$ cat config.mk
export PLATFORM = sky130hd
export DESIGN_NAME = axis_uart_rx_flat
export DESIGN_NICKNAME = d
export VERILOG_FILES = /design/src/rtl/axis_uart_rx_pkg.sv /design/src/rtl/axis_uart_rx_if.sv /design/src/rtl/axis_uart_rx_sync.sv /design/src/rtl/axis_uart_rx.sv /design/src/flat_wrapper.sv
export SDC_FILE = /design/constraint.sdc
export NUM_CORES = 1
export LEC_CHECK = 0
export CORE_AREA = 4 4 161 163
export DETAILED_ROUTE_END_ITERATION = 8
export DIE_AREA = 0 0 165 167
export DONT_BUFFER_PORTS = 1
export PLACE_DENSITY = 0.44
export REMOVE_ABC_BUFFERS = 1
export SYNTH_ARGS = -nofsm -noshare
export SYNTH_HDL_FRONTEND = slang
export SYNTH_SLANG_ARGS = --single-unit
$ cat constraint.sdc
create_clock -name clk_i -period 3.36 [get_ports clk_i]
set_input_delay 0.84 -clock clk_i [delete_from_list [all_inputs] [get_ports clk_i]]
set_output_delay 0.84 -clock clk_i [all_outputs]
set_load 0.1 [all_outputs]
$ cat src/rtl/axis_uart_rx_pkg.sv
// axis_uart_rx_pkg: shared UART receiver types, default widths and parity helper
// Contents: DATA_WIDTH / DIVIDER_WIDTH defaults, uart_state_e FSM states,
//           parity_bit() returning the expected parity bit for a data word.
package axis_uart_rx_pkg;
  localparam int DATA_WIDTH = 8;
  localparam int DIVIDER_WIDTH = 32;
  typedef enum logic [2:0] {IDLE, START, DATA, PARITY, STOP, WAIT} uart_state_e;
  // Zero-extension to 64 bits leaves the reduction XOR unchanged, so any width up to 64 fits.
  function automatic logic parity_bit(input logic [63:0] data, input logic odd);
    return odd ? ~^data : ^data;
  endfunction
endpackage

$ cat src/rtl/axis_uart_rx_if.sv
// axis_uart_rx_if: AXI-Stream byte channel from the UART receiver
// Signals: tdata (received word), tvalid (word available), tready (downstream accept).
// Modports: master drives tdata/tvalid, slave drives tready.
interface axis_uart_rx_if #(
  parameter int DATA_WIDTH = axis_uart_rx_pkg::DATA_WIDTH
);
  logic [DATA_WIDTH-1:0] tdata;
  logic tvalid;
  logic tready;
  modport master (output tdata, tvalid, input tready);
  modport slave (input tdata, tvalid, output tready);
endinterface

$ cat src/rtl/axis_uart_rx_sync.sv
// uart_rx_sync: input flop chain for the serial line, reset to idle-high
// Ports: clk_i, rstn_i (sync active-low), rx_reset_i (sync active-high soft reset),
//        rx_i (raw line), rx_o (registered line).
// Macro UART_RX_SYNC_EN: defined -> 2-flop synchronizer, undefined -> single sampling flop.
module uart_rx_sync (
  input  logic clk_i,
  input  logic rstn_i,
  input  logic rx_reset_i,
  input  logic rx_i,
  output logic rx_o
);
`ifdef UART_RX_SYNC_EN
  logic [1:0] q;
  always_ff @(posedge clk_i) begin
    q <= (!rstn_i || rx_reset_i) ? 2'b11 : {q[0], rx_i};
  end
  assign rx_o = q[1];
`else
  logic q;
  always_ff @(posedge clk_i) begin
    q <= (!rstn_i || rx_reset_i) ? 1'b1 : rx_i;
  end
  assign rx_o = q;
`endif
endmodule

$ cat src/rtl/axis_uart_rx.sv
// axis_uart_rx: UART receiver delivering bytes on an AXI-Stream master port
// Ports: clk_i, rstn_i (sync active-low reset), rx_reset_i (sync active-high soft reset),
//        clk_divider_i (clk_i cycles per bit, values below 4 act as 4),
//        parity_odd_i / parity_even_i (parity enables, odd wins),
//        uart_rx_i (serial line, idle high), m_axis (tdata/tvalid/tready),
//        parity_err_o / frame_err_o / overrun_o (one-cycle error pulses).
// Macro UART_RX_SYNC_EN: selects 2-flop line synchronizer instead of a single sampling flop.
module axis_uart_rx #(
  parameter int DATA_WIDTH = axis_uart_rx_pkg::DATA_WIDTH,
  parameter int DIVIDER_WIDTH = axis_uart_rx_pkg::DIVIDER_WIDTH
) (
  input  logic                     clk_i,
  input  logic                     rstn_i,
  input  logic                     rx_reset_i,
  input  logic [DIVIDER_WIDTH-1:0] clk_divider_i,
  input  logic                     parity_odd_i,
  input  logic                     parity_even_i,
  input  logic                     uart_rx_i,
  axis_uart_rx_if.master           m_axis,
  output logic                     parity_err_o,
  output logic                     frame_err_o,
  output logic                     overrun_o
);
  import axis_uart_rx_pkg::*;
  localparam logic [DIVIDER_WIDTH-1:0] ONE = DIVIDER_WIDTH'(1);
  localparam logic [DIVIDER_WIDTH-1:0] D_MIN = DIVIDER_WIDTH'(4);
  uart_state_e state, state_n;
  logic [DIVIDER_WIDTH-1:0] cnt, cnt_n, bit_cnt, bit_cnt_n, div, div_n, d_eff;
  logic [DATA_WIDTH-1:0] shreg, shreg_n, tdata, tdata_n;
  logic par_en, par_en_n, par_odd, par_odd_n, perr, perr_n;
  logic tvalid, tvalid_n, perr_p_n, ferr_p_n, ovr_p_n;
  logic rst, rx, rx_prev, tick, commit;

  assign rst = !rstn_i || rx_reset_i;
  assign d_eff = (clk_divider_i < D_MIN) ? D_MIN : clk_divider_i;
  assign tick = cnt == ONE;
  assign m_axis.tdata = tdata;
  assign m_axis.tvalid = tvalid;

  uart_rx_sync u_sync (
    .clk_i      (clk_i),
    .rstn_i     (rstn_i),
    .rx_reset_i (rx_reset_i),
    .rx_i       (uart_rx_i),
    .rx_o       (rx)
  );

  always_comb begin
    state_n = state;
    cnt_n = (cnt > ONE) ? cnt - ONE : cnt;
    bit_cnt_n = bit_cnt;
    div_n = div;
    par_en_n = par_en;
    par_odd_n = par_odd;
    perr_n = perr;
    shreg_n = shreg;
    commit = 1'b0;
    ferr_p_n = 1'b0;
    case (state)
      IDLE: if (rx_prev && !rx) begin
        state_n = START;
        cnt_n = d_eff >> 1;
        div_n = d_eff;
        par_en_n = parity_odd_i || parity_even_i;
        par_odd_n = parity_odd_i;
        bit_cnt_n = DIVIDER_WIDTH'(DATA_WIDTH);
        perr_n = 1'b0;
      end
      // A high mid-start sample means the falling edge was a glitch.
      START: if (tick) begin
        state_n = rx ? IDLE : DATA;
        cnt_n = rx ? '0 : div;
      end
      DATA: if (tick) begin
        shreg_n = {rx, shreg[DATA_WIDTH-1:1]};
        bit_cnt_n = bit_cnt - ONE;
        cnt_n = div;
        if (bit_cnt == ONE) state_n = par_en ? PARITY : STOP;
      end
      PARITY: if (tick) begin
        perr_n = rx != parity_bit(64'(shreg), par_odd);
        cnt_n = div;
        state_n = STOP;
      end
      STOP: if (tick) begin
        commit = rx;
        ferr_p_n = !rx;
        cnt_n = '0;
        state_n = rx ? IDLE : WAIT;
      end
      WAIT: if (rx) state_n = IDLE;
      default: state_n = IDLE;
    endcase
    // A held, unaccepted byte wins over a new commit; an accept in the commit cycle frees the slot.
    ovr_p_n = commit && tvalid && !m_axis.tready;
    tvalid_n = commit || (tvalid && !m_axis.tready);
    tdata_n = (commit && !ovr_p_n) ? shreg : tdata;
    perr_p_n = commit && perr;
  end

  always_ff @(posedge clk_i) begin
    if (rst) begin
      state <= IDLE;
      cnt <= '0;
      bit_cnt <= '0;
      div <= '0;
      par_en <= 1'b0;
      par_odd <= 1'b0;
      perr <= 1'b0;
      shreg <= '0;
      tdata <= '0;
      tvalid <= 1'b0;
      parity_err_o <= 1'b0;
      frame_err_o <= 1'b0;
      overrun_o <= 1'b0;
      rx_prev <= 1'b1;
    end else begin
      state <= state_n;
      cnt <= cnt_n;
      bit_cnt <= bit_cnt_n;
      div <= div_n;
      par_en <= par_en_n;
      par_odd <= par_odd_n;
      perr <= perr_n;
      shreg <= shreg_n;
      tdata <= tdata_n;
      tvalid <= tvalid_n;
      parity_err_o <= perr_p_n;
      frame_err_o <= ferr_p_n;
      overrun_o <= ovr_p_n;
      rx_prev <= rx;
    end
  end
endmodule

$ cat src/flat_wrapper.sv
// flat-port wrapper written by rule: the top's interface ports become plain ports
module axis_uart_rx_flat import axis_uart_rx_pkg::*;
#(
  parameter int DATA_WIDTH = axis_uart_rx_pkg::DATA_WIDTH,
  parameter int DIVIDER_WIDTH = axis_uart_rx_pkg::DIVIDER_WIDTH
)
  (clk_i, rstn_i, rx_reset_i, clk_divider_i, parity_odd_i, parity_even_i, uart_rx_i, parity_err_o, frame_err_o, overrun_o, m_axis_tdata, m_axis_tvalid, m_axis_tready);
  axis_uart_rx_if #(.DATA_WIDTH(DATA_WIDTH)) m_axis_i ();
  input  logic clk_i;
  input  logic rstn_i;
  input  logic rx_reset_i;
  input  logic [DIVIDER_WIDTH-1:0] clk_divider_i;
  input  logic parity_odd_i;
  input  logic parity_even_i;
  input  logic uart_rx_i;
  output logic parity_err_o;
  output logic frame_err_o;
  output logic overrun_o;
  output wire logic [$bits(m_axis_i.tdata)-1:0] m_axis_tdata;
  output wire logic [$bits(m_axis_i.tvalid)-1:0] m_axis_tvalid;
  input wire logic [$bits(m_axis_i.tready)-1:0] m_axis_tready;
  assign m_axis_tdata = m_axis_i.tdata;
  assign m_axis_tvalid = m_axis_i.tvalid;
  assign m_axis_i.tready = m_axis_tready;
  axis_uart_rx #(.DATA_WIDTH(DATA_WIDTH), .DIVIDER_WIDTH(DIVIDER_WIDTH)) u_core (.clk_i(clk_i), .rstn_i(rstn_i), .rx_reset_i(rx_reset_i), .clk_divider_i(clk_divider_i), .parity_odd_i(parity_odd_i), .parity_even_i(parity_even_i), .uart_rx_i(uart_rx_i), .m_axis(m_axis_i), .parity_err_o(parity_err_o), .frame_err_o(frame_err_o), .overrun_o(overrun_o));
endmodule
== Yosys cells after proc, flatten, opt, wreduce, memory -nomap -nowiden ==
Index checks and enable logic that the tools add are counted.

* Bits in registers: 124
* Word-level logic and storage cells: 89
* Bits of input ports: 39

* Add/subtract/negate cells: 2
* Reductions and logical operators: 25
* $lt $le $gt $ge: 2
* Bitwise operators: 2
* Muxes and demuxes: 28
* Equal/unequal tests: 15

{| class="wikitable"
|+ Operators by type and width
! cell !! count
|-
| $mux W32 || 9
|-
| $pmux W32 S4 || 1
|-
| $eq A32 B1 Y1 const B || 2
|-
| $pmux W32 S2 || 1
|-
| $reduce_xnor A64 Y1 || 1
|-
| $reduce_xor A64 Y1 || 1
|-
| $sub A32 B1 Y32 const B || 2
|-
| $gt A32 B1 Y1 const B || 1
|-
| $lt A32 B3 Y1 const B || 1
|-
| $mux W3 || 9
|-
| $pmux W3 S6 || 1
|-
| $ne A2 B1 Y1 const B || 6
|-
| $reduce_and A7 Y1 || 1
|-
| $eq A3 B2 Y1 const B || 2
|-
| $eq A3 B3 Y1 const B || 2
|-
| $logic_and A1 B1 Y1 || 6
|-
| $reduce_and A3 Y1 || 2
|-
| $mux W1 || 5
|-
| $logic_not A1 Y1 || 4
|-
| $reduce_and A2 Y1 || 2
|-
| $reduce_bool A2 Y1 || 2
|-
| $eq A3 B1 Y1 const B || 1
|-
| $logic_not A3 Y1 || 1
|-
| $logic_or A1 B1 Y1 || 3
|-
| other kinds (7) || 8
|}

== Logic depth before layout (Yosys ltp) ==
* Depth in word-level cells: 7
* Mapped depth: 10
* Gate-level depth less buffers: 8

== Modules after synthesis ==
From an unflattened synthesis, not the netlist that was laid out.

* Cell total of the unflattened synthesis: 725
* Area, all modules: 6042.0 um^2

{| class="wikitable"
|+ Modules (own cells, without submodules)
! module !! times used !! area an instance (um^2) !! cells an instance !! sequential area each (um^2)
|-
| axis_uart_rx || 1 || 6013.3 || 723 || 2462.4
|-
| uart_rx_sync || 1 || 28.8 || 2 || 20.0
|}

== Worst setup path after synthesis ==
No wires, ideal clock.

* Path type: flip-flop to flip-flop
* From: reg u_core.bit_cnt[2]
* To: reg u_core.bit_cnt[22]
* Data required time: 3.290 ns
* Arrival: 2.375 ns
* Period minus slack after synthesis: 2.446 ns
* Library setup time: 0.070 ns
* Cell stages (with the launch flop): 8
* Setup slack: 0.914 ns
* Path through: dfxtp_1 -> or4_4 -> or4_4 -> buf_6 -> nor3_4 -> o211ai_2 -> or4_1 -> a21oi_1

* Longest elaborated chain between the ends: 3

{| class="wikitable"
|+ Ends and longest elaborated chain
! element !! RTL line !! RTL
|-
| from (decl) || axis_uart_rx.sv:28 || <nowiki>logic [DIVIDER_WIDTH-1:0] cnt, cnt_n, bit_cnt, bit_cnt_n, div, div_n, d_eff;</nowiki>
|-
| from (signal assigned) || axis_uart_rx.sv:120 || <nowiki>bit_cnt <= bit_cnt_n;</nowiki>
|-
| $sub A32 B1 Y32 || axis_uart_rx.sv:76 || <nowiki>bit_cnt_n = bit_cnt - ONE;</nowiki>
|-
| $mux W32 || axis_uart_rx.sv:74 || <nowiki>DATA: if (tick) begin</nowiki>
|-
| $pmux W32 S2 || axis_uart_rx.sv:59 || <nowiki>case (state)</nowiki>
|}

No other way between the ends. The select of a mux whose other input is x is not followed.
A chain may end at the register's enable or synchronous reset.

== Worst setup path after layout ==
* From: reg u_core.cnt[8]
* To: reg u_core.cnt[18]

* Longest elaborated chain between the ends: 4
* Elaborated cells between the ends (all ways): 9
* Those cells by class: add/sub (1); order compare (1); eq/ne (1); mux (6)

{| class="wikitable"
|+ Ends and longest elaborated chain
! element !! RTL line !! RTL
|-
| from (decl) || axis_uart_rx.sv:28 ||
|-
| from (signal assigned) || axis_uart_rx.sv:119 || <nowiki>cnt <= cnt_n;</nowiki>
|-
| $sub A32 B1 Y32 or $gt A32 B1 Y1 (tied branches) || axis_uart_rx.sv:50 || <nowiki>cnt_n = (cnt > ONE) ? cnt - ONE : cnt;</nowiki>
|-
| $mux W32 || axis_uart_rx.sv:50 ||
|-
| $mux W32 (on tied branches) || -- ||
|-
| $pmux W32 S4 (*) || axis_uart_rx.sv:59 ||
|}

Mark *: on every way between the ends. The rest lies on a longest branch, timed or not.

==> flow_summary.ini <==
[run_status]
status = completed

[sta]
setup_ws_ns = 0.477
max_freq_mhz = 347
relSlewSlack = 0.331
setup_violations = 0
period_share = 0.858
hold_violations = 0
finClkSkew_ns = 0.00718
post-route-min-period_ns = 2.88
rsz0062_at_grt = false
slew_violations = 0
holdWs_ns = 0.452
worst_pin_slew_ns = 1.00

[yosys]
synthTopCellsByArea = dfxtp_1 41%, nand2_1 6.3%, nor2_1 5.1%
syn_inst = 743
synth-seq-cells = 124
yosysUniqueCellTypes = 56
syn_area_mm2 = 0.00606
synth_common_cells = 124 x dfxtp_1, 102 x nand2_1, 83 x nor2_1
syn_avg_cell_area_um2 = 8.16
yosys_warnings = 0
ys.flop_type = dfxtp_1
ys_seq_area_frac = 0.409
yosysMostFrequentCell = dfxtp_1
synth_top_area_cell = dfxtp_1
synth_edf_count = 0
synth_top_area_share = 0.409
synthArstFlopShare = 0

[route]
post_drt_wl_per_cell_um = 16.2
routed_wirelength_um = 17300
drc = 0
ant_nets = 0
dr_total_vias = 5225
drt_iter0_drc = 345
drt_first_pass_iters = 4
viasPerCell = 4.88

[clocking]
insertion_delay_ns = 0.42
cts_buffer_depth = 2
cts_root_buf = clkbuf_16
cts_tree = done
cts.repair.resized = 0
cts_made_buffers = 17
postCtsSetupBuffers = 0
htreeDepth = 4
cts_sinks = 124
holdBufCountCts = 0
path_clk_slew_ns = 0.05

[final_layout]
layout.area.seq_mm2 = 0.00248
fin_area_mm2 = 0.00701
areaGrowthSynthToFinish_pct = 15.6
multi_input_area_mm2 = 0.00337
antenna_cells = 0
fillerInstances = 2636
finalNetCount = 781
drive_gt1_frac = 0.0897

[die]
chipWidth_um = 165
num_io_pins = 51
die_h_um = 167
core_mm2 = 0.0243
rows = 57
dieArea_mm2 = 0.0276
start_util = 0.249

[global_route]
antenna_found_initial = 0
grt_pass1_vias = 5134
grt_max_degree = 54
grt_pass1_wl_um = 28100
grt_usage = 0.129
grt_overflow = 0

[setup_path]
cp_max_fo = 8
r2r_cells = 6
endpoint_kind = register
start_kind = register
crit_type = reg -> reg
worstReg2RegStart = u_core.cnt[8]$_SDFF_PP0_
rrSetupSlack_ns = 0.48
timing.rr.end = u_core.cnt[18]$_SDFF_PP0_
cp.arrival_ns = 3.16
cp_data_required_time_ns = 3.63

[min_path]
min_path_type = reg -> reg
whs_path_depth = 2
hold_start = u_core.div[20]$_SDFFE_PP0P_
worst_hold_path.endpoint = u_core.div[20]$_SDFFE_PP0P_

[pwr]
peakVddDrop_mv = 0.375
p_leak_nw = 2.43
powerDensity_mw_per_mm2 = 901

[placed_design]
dp_hpwl_um = 12400
place_congestion = 0.811
pre_cts_slack_ns = 0.473
portBuffers = 0
postPlaceCellArea_mm2 = 0.00648

[flow_run]
drv_cap = 0
-- power by group --
part	switching, mW	total [mW]	internal (mW)
clock network	0.644	1.67	1.03
registers	0.208	1.85	1.65
logic	1.71	2.79	1.08
total	2.56	6.32	3.75
-- cell usage in the layout (no fill, tap or decap), types with 3 or more instances in the layout --
cell and instances:
a21boi_0 14, a21oi_1 60, clkbuf_16 17, ha_1 4, or2_2 4, nand2_1 102, clkinvlp_4 3, o2111ai_1 6
inv_1 11, nor4_1 18, o31ai_1 7, nor4_2 3, o21ai_0 10, o211ai_1 16, a211oi_1 3, nand3_1 13
nor2_1 83, clkinv_2 4, mux2i_1 17, a311o_1 3, or4_1 18, xor2_1 28, buf_4 19, or3_1 9
and3_1 5, nor3_1 24, o22ai_1 15, and2_1 5, xnor2_1 22, nor4b_1 3, a31oi_1 15, nor2b_1 5
nand4_1 17, dfxtp_1 124, nand2b_1 3
-- critical path, stage by stage, from the launching register on --
cell     delay [ns]
dfxtp_1        0.34
nor4_1         0.61
nand4_2        0.34
or4_1          0.78
nand2_1        0.34
buf_4          0.23
o22ai_1        0.10
-- layer usage --
layer	routed length [um]	part of all wire	track usage	vias to the layer above
li1	-	-	-	2663
met1	8200	0.47	0.174	2468
met2	8200	0.47	0.203	80
met3	734	0.042	0.0255	14
met4	209	0.012	0.0467	0
met5	0	0	0	-
-- sequential cells by signal (all words and copies together) (netlist names) --
signal and cells:
u_core.bit_cnt 32, u_core.cnt 32, u_core.div 32, u_core.m_axis.tdata 8, u_core.shreg 8, u_core.state 3, u_core.frame_err_o 1, u_core.m_axis.tvalid 1
u_core.overrun_o 1, u_core.par_en 1, u_core.par_odd 1, u_core.parity_err_o 1, u_core.perr 1, u_core.rx_prev 1, u_core.u_sync.rx_o 1
-- kinds of logic (layout without fill, tap and decap cells) --
family | after synthesis | in the layout | synth area share
and+or+nand+nor | 330 | 330 | 0.274
AOI/OAI and AO/OA | 161 | 161 | 0.169
DFF | 124 | 124 | 0.409
buffers and inverters | 56 | 60 | 0.0369
xor gates and xnor gates | 50 | 50 | 0.0722
muxes | 18 | 18 | 0.0299
adders and majority gates | 4 | 4 | 0.00825
-- per-stage QoR --
stage               setup TNS [ns]  utilization  cells  total power [mW]
finish                           0        0.288   1071              6.32
global route                     0        0.288   1071              6.75
CTS                              0        0.288   1071              6.38
detailed placement               0        0.267   1043              4.65
global placement                 0        0.267   1043              4.68
floorplan                   -0.617            -    698              3.96
-- how the worst max path moves through the flow --
| stage | startpoint | endpoint | slack [ns] | depth (start not counted) |
|---|---|---|---|---|
| 2_1_floorplan | rx_reset_i | u_core.cnt[15]$_SDFF_PP0_ | -0.16 | 5 |
| 3_3_place_gp | u_core.cnt[8]$_SDFF_PP0_ | u_core.cnt[20]$_SDFF_PP0_ | 0.55 | 6 |
| 3_5_place_dp | u_core.cnt[8]$_SDFF_PP0_ | u_core.cnt[23]$_SDFF_PP0_ | 0.47 | 6 |
| 4_1_cts | u_core.cnt[8]$_SDFF_PP0_ | u_core.cnt[15]$_SDFF_PP0_ | 0.46 | 6 |
| 5_1_grt | u_core.cnt[8]$_SDFF_PP0_ | u_core.cnt[21]$_SDFF_PP0_ | 0.25 | 6 |
| 6_report | u_core.cnt[8]$_SDFF_PP0_ | u_core.cnt[18]$_SDFF_PP0_ | 0.48 | 6 |
-- layout make-up --
class | instances | area share
clock buffer | 20 | 0.0651
clock inverter | 8 | 0.0103
inverter | 11 | 0.00589
multi-input combinational | 563 | 0.481
sequential | 124 | 0.354
tap | 324 | 0.0578
timing repair buffer | 21 | 0.0261
No activity file was read; power rests on OpenSTA's default activity.
